[src/rtl/led_sweep_pkg.sv]
// Shared types and constants for the LED sweep block.
// The LED_SWEEP_WRAP_EN macro (see led_sweep.sv) selects wrap-around instead of bounce.
package led_sweep_pkg;

    typedef enum logic [1:0] {IDLE, UP, DOWN} sweep_state_t;

    localparam int NUM_LEDS = 8;
    localparam int LEVEL_W  = 3;

    function automatic logic [NUM_LEDS-1:0] pos_onehot(input logic [2:0] pos);
        return NUM_LEDS'(1) << pos;
    endfunction

endpackage

[src/rtl/sweep_prescaler.sv]
// Step-rate prescaler: counts 0..period-1 while enabled and pulses tick on the last count.
module sweep_prescaler #(
    parameter int CNT_W = 25
) (
    input  logic             CLK,
    input  logic             RST_N,
    input  logic             clear,
    input  logic             enable,
    input  logic [CNT_W:0]   period,
    output logic             tick
);

    logic [CNT_W-1:0] r_count;
    logic             w_last;

    assign w_last = ({1'b0, r_count} == (period - (CNT_W+1)'(1)));
    assign tick   = enable & w_last;

    // clear outranks enable so a level change restarts the period on the same edge
    always_ff @(posedge CLK) begin
        if (!RST_N) begin
            r_count <= '0;
        end else if (clear) begin
            r_count <= '0;
        end else if (enable) begin
            r_count <= w_last ? '0 : r_count + CNT_W'(1);
        end
    end

endmodule

[src/rtl/led_sweep.sv]
// Moving one-hot LED sweep with programmable speed level; bounces between the ends.
// Define LED_SWEEP_WRAP_EN to wrap from position 7 back to 0 instead of bouncing.
module led_sweep
    import led_sweep_pkg::*;
#(
    parameter int DIV_BASE = 25_000_000,
    parameter int LEVELS   = 8
) (
    input  logic                CLK,
    input  logic                RST_N,
    input  logic                RUN,
    input  logic                HOLD,
    input  logic                SPEED_UP,
    input  logic                LEVEL_CLR,
    output logic [NUM_LEDS-1:0] LEDS,
    output logic                STEP,
    output logic [LEVEL_W-1:0]  LEVEL
);

    localparam int                 CNT_W   = $clog2(DIV_BASE);
    localparam logic [LEVEL_W-1:0] LVL_MAX = LEVEL_W'(LEVELS - 1);

`ifdef LED_SWEEP_WRAP_EN
    localparam bit WRAP = 1'b1;
`else
    localparam bit WRAP = 1'b0;
`endif

    function automatic logic [CNT_W:0] period_of(input logic [LEVEL_W-1:0] lvl);
        int p;
        p = DIV_BASE >> lvl;
        if (p < 1) p = 1;
        return (CNT_W+1)'(p);
    endfunction

    sweep_state_t        r_state;
    logic [2:0]          r_pos;
    logic [NUM_LEDS-1:0] r_leds;
    logic                r_step;
    logic [LEVEL_W-1:0]  r_level;

    logic [CNT_W:0]      w_period;
    logic                w_enable;
    logic                w_clear;
    logic                w_tick;
    logic [2:0]          w_pos_nxt;

    assign w_period  = period_of(r_level);
    assign w_enable  = RUN && !HOLD && (r_state != IDLE);
    assign w_clear   = !RUN || (r_state == IDLE) || SPEED_UP || LEVEL_CLR;
    // In the wrap build UP at 7 rolls over to 0 through the 3-bit add
    assign w_pos_nxt = (r_state == DOWN) ? r_pos - 3'd1 : r_pos + 3'd1;

    sweep_prescaler #(
        .CNT_W (CNT_W)
    ) u_prescaler (
        .CLK    (CLK),
        .RST_N  (RST_N),
        .clear  (w_clear),
        .enable (w_enable),
        .period (w_period),
        .tick   (w_tick)
    );

    always_ff @(posedge CLK) begin
        if (!RST_N) begin
            r_state <= IDLE;
            r_pos   <= '0;
            r_leds  <= pos_onehot(3'd0);
            r_step  <= 1'b0;
            r_level <= '0;
        end else begin
            r_step <= 1'b0;

            if (LEVEL_CLR) begin
                r_level <= '0;
            end else if (SPEED_UP && (r_level != LVL_MAX)) begin
                r_level <= r_level + LEVEL_W'(1);
            end

            // RUN low beats HOLD and any step due on this edge
            if (!RUN) begin
                r_state <= IDLE;
                r_pos   <= '0;
                r_leds  <= pos_onehot(3'd0);
            end else begin
                case (r_state)
                    IDLE: r_state <= UP;
                    UP, DOWN: begin
                        if (w_tick) begin
                            r_pos  <= w_pos_nxt;
                            r_leds <= pos_onehot(w_pos_nxt);
                            r_step <= 1'b1;
                            if (!WRAP && (r_state == UP) && (w_pos_nxt == 3'd7)) begin
                                r_state <= DOWN;
                            end else if ((r_state == DOWN) && (w_pos_nxt == 3'd0)) begin
                                r_state <= UP;
                            end
                        end
                    end
                    default: r_state <= IDLE;
                endcase
            end
        end
    end

    assign LEDS  = r_leds;
    assign STEP  = r_step;
    assign LEVEL = r_level;

endmodule

[config.mk]
export PLATFORM = sky130hd
export DESIGN_NAME = led_sweep
export DESIGN_NICKNAME = d
export VERILOG_FILES = /design/src/rtl/led_sweep_pkg.sv /design/src/rtl/sweep_prescaler.sv /design/src/rtl/led_sweep.sv
export SDC_FILE = /design/constraint.sdc
export NUM_CORES = 1
export LEC_CHECK = 0
export CAP_MARGIN = 20
export CORE_ASPECT_RATIO = 1.25
export CORE_MARGIN = 4
export CORE_UTILIZATION = 55
export CTS_CLUSTER_SIZE = 12
export DETAILED_ROUTE_END_ITERATION = 6
export GPL_TIMING_DRIVEN = 0
export PLACE_DENSITY = 0.75
export SLEW_MARGIN = 5
export SYNTH_ARGS = -nofsm -noshare
export SYNTH_HDL_FRONTEND = slang
export SYNTH_HIERARCHICAL = 1
export SYNTH_SLANG_ARGS = --single-unit
[constraint.sdc]
create_clock -name CLK -period 4.01 [get_ports CLK]
set_input_delay 0.6015 -clock CLK [delete_from_list [all_inputs] [get_ports CLK]]
set_output_delay 0.6015 -clock CLK [all_outputs]
set_load 0.1 [all_outputs]
==> results.json <==
{
  "ys_types": 61,
  "wl_per_cell_um": 16.1,
  "vias": 3287,
  "vdd_ir_drop_max_uv": 219,
  "hold_path.class": "flip-flop to flip-flop",
  "setup_tns_ps": 0,
  "dp.cells": 528,
  "antenna_cells": 0,
  "whs_endpoint": "LEDS[7]",
  "insertion_delay_ps": 300,
  "clkPwrFrac_pct": 37.4,
  "post-place-ws_ps": -417,
  "synth_area_leader_cell": "dfxtp_1",
  "synth_area_per_cell_um2": 7.89,
  "numClockSinks": 42,
  "portBuffers": 17,
  "ys_async_sr_fraction_pct": 0,
  "cp.required_ps": 4250,
  "fin_nets": 510,
  "final_core_util_pct": 71.7,
  "tightestPinTransition_ps": 991,
  "fin_skew_ps": 6.97,
  "ys_seq_area_share_pct": 24.9,
  "p_sw_mw": 0.242,
  "clk_path_buf_depth": 2,
  "synthTopCellsByCount": "dfxtp_1 (42), nand2_1 (39), nor3_1 (36), xnor2_1 (36), nor2_1 (35)",
  "p_per_area_nw_per_um2": 215,
  "fmax_mhz": 251,
  "yosys_most_used_dff": "dfxtp_1",
  "h-tree-depth": 2,
  "synth_edf_count": 0,
  "r2r_cells": 15,
  "row_count": 31,
  "gp_routability_congestion": 0.972,
  "setup_viol": 0,
  "max_cap_viol_count": 0,
  "slowest_stage": "or4_4",
  "fin_cells": 564,
  "hold_viol_final": 0,
  "yosys_register_bits": 42,
  "p_seq_share_pct": 46.3,
  "dr.pass1.iters": 4,
  "syn_inst": 428,
  "hpwl_mm": 6.55,
  "synth_warnings": 6,
  "dieArea_um2": 7470,
  "leakage_nw": 1.44,
  "die_y_um": 95.6,
  "holdPathStages": 2,
  "yosys.area.top_type_share_pct": 24.9,
  "p_int_mw": 0.665,
  "grt-ovfl-total": 0,
  "cts_root_buf": "clkbuf_8",
  "holdWs_ps": 459,
  "critical_path_class": "flip-flop to flip-flop",
  "cpPeakStageDelay_ps": 550,
  "ant_nets": 0,
  "r2r-end": "r_state[0]",
  "cts_hold_buffers": 0,
  "rsz0062_at_grt": "true",
  "drt_iter0_drc": 224,
  "syn_area_um2": 3380,
  "grt_pass1_vias": 3030,
  "p_comb_share_pct": 16.3,
  "max_slew_margin_pct": 33.7,
  "n_fill_cell": 483,
  "drive_gt1_share_pct": 20.5,
  "critPathMaxFanout": 6,
  "grt_max_degree": 14,
  "cts_buffers": 5,
  "cp.arrival_ps": 4220,
  "cp_num_buf_inv": 2,
  "worstHoldStart": "LEDS[7]",
  "drt_wl_total_mm": 9.09,
  "period_minus_slack_ps": 3990,
  "setup_ws_ps": 24.2,
  "p_sw_share_pct": 26.7,
  "antenna_found_initial": 0,
  "critPathMostFrequentCell": "or4_4",
  "rr_startpoint": "LEVEL[0]",
  "grt_first_pass_wirelength_mm": 14.4,
  "drv_slew": 0,
  "rrSetupSlack_ps": 20,
  "cts_tree": "done",
  "ioPinCount": 18,
  "final.period_utilization_pct": 99.4,
  "fp.coreArea_um2": 5900,
  "drc_errors": 0,
  "initial_core_util_pct": 57.3,
  "cp_top_family": "simple AND/OR/NAND/NOR gates",
  "critPathLaunchType": "flip-flop",
  "vias_per_cell": 5.83,
  "endpoint_kind": "flip-flop",
  "areaGrowthSynthToFinish_pct": 25.1,
  "cts.clk_slew.worst_paths_ps": 80,
  "crit_chain": "inv_4 -> ha_1 -> nor2b_4 -> nand2b_4 -> or4_4 -> or4_4 -> buf_6 -> mux2_4 -> a31oi_4 -> nor2_4 -> a211oi_2 -> and4_4 -> a21boi_2 -> or3_1 -> a21oi_2",
  "status": "completed",
  "synthTopCellsByArea": "dfxtp_1 (25%), xnor2_1 (9.3%), ha_1 (8.1%)",
  "track_usage_pct": 24.4,
  "die_w_um": 78.1,
  "synth.most_common_cell": "dfxtp_1"
}
## layout make-up
| class | count | area (um^2) | area share (%) |
|---|---|---|---|
| multi-input combinational | 350 | 2570 | 60.8 |
| sequential | 42 | 852 | 20.2 |
| timing repair buffer | 47 | 403 | 9.53 |
| buffer | 17 | 113 | 2.66 |
| tap | 82 | 103 | 2.43 |
| inverter | 18 | 76.3 | 1.81 |
| clock buffer | 6 | 72.6 | 1.72 |
| clock inverter | 2 | 36.3 | 0.858 |
## power by group through the flow
stage | clock (mW) | sequential [mW] | combinational, mW
floorplan | 0 | 0.437 | 0.0839
global placement | 0 | 0.430 | 0.118
detailed placement | 0 | 0.430 | 0.120
CTS | 0.350 | 0.420 | 0.129
global route | 0.370 | 0.420 | 0.158
finish | 0.339 | 0.420 | 0.148
## worst min-delay path, stage by stage, from the launching register on
cell     delay (ps)
dfxtp_1         310
nand2_1          50
a21oi_1          50
## cell families (layout without fill, tap and decap cells)
kind of cell / Yosys count / after routing / synth area share (%)
simple gates: 208 / 208 / 33.4
xor+xnor: 58 / 58 / 15.5
compound gates: 55 / 55 / 11.0
flops: 42 / 42 / 24.9
buf+inv: 37 / 90 / 5.00
fa+ha+maj: 23 / 23 / 8.74
mux: 4 / 4 / 1.30
other cells: 1 / 2 / 0.111
## per-layer routing
metal	GRT usage, %	share of wire, %	up-vias
li1	-	-	1615
met1	29.0	43	1541
met2	42.1	48	95
met3	4.16	4.8	36
met4	13.0	4.5	0
met5	0	0	-
## flip-flops by register name, indices dropped and copies added, names as in the netlist
name	count
LEDS	8
u_prescaler/r_count	25
LEVEL	3
r_pos	3
STEP	1
r_state	2
## stage by stage
step	cell area [um^2]	total power, mW
2_1_floorplan	3440	0.521
3_3_place_gp	3720	0.548
3_5_place_dp	3720	0.550
4_1_cts	3950	0.898
5_1_grt	4230	0.948
6_report	4230	0.907
## layout by cell type (no fill, tap or decap), types with 3 or more instances in the layout
cell type,n
or3_1,9
ha_1,15
nor4_4,3
dfxtp_1,39
clkbuf_8,5
nor3_1,36
nand2_1,38
dfxtp_4,3
nor4_1,7
nand2b_1,6
clkdlybuf4s50_1,17
nand3b_1,4
a21oi_1,18
inv_4,3
mux2_4,3
clkbuf_1,11
xor2_1,21
nand4_1,12
nor2_1,34
ha_2,5
xnor2_1,36
nor2b_1,4
o21ai_0,3
a211oi_1,5
or2_2,4
and2_4,3
buf_6,5
and3_1,6
nand3_1,13
inv_1,14
a21oi_2,3
buf_4,29
## worst max-delay path by stage
stage | start | end | slack (ps) | cells past startpoint
global placement | LEVEL[2] | LEDS[6] | -400 | 14
floorplan | LEVEL[2] | r_state[1] | 40 | 14
CTS | LEVEL[1] | r_state[1] | 6 | 14
detailed placement | LEVEL[2] | LEDS[4] | -420 | 14
global route | LEVEL[0] | r_state[0] | -70 | 15
finish | LEVEL[0] | r_state[0] | 20 | 15
## what timing repair did
action / in CTS / in global routing
buffers inserted: 7 / 23
resized for setup: 17 / 31
pin swaps: 6 / 17
setup endpoints to repair: 34 / 33
Note: power is estimated with default switching activity, not from simulation.
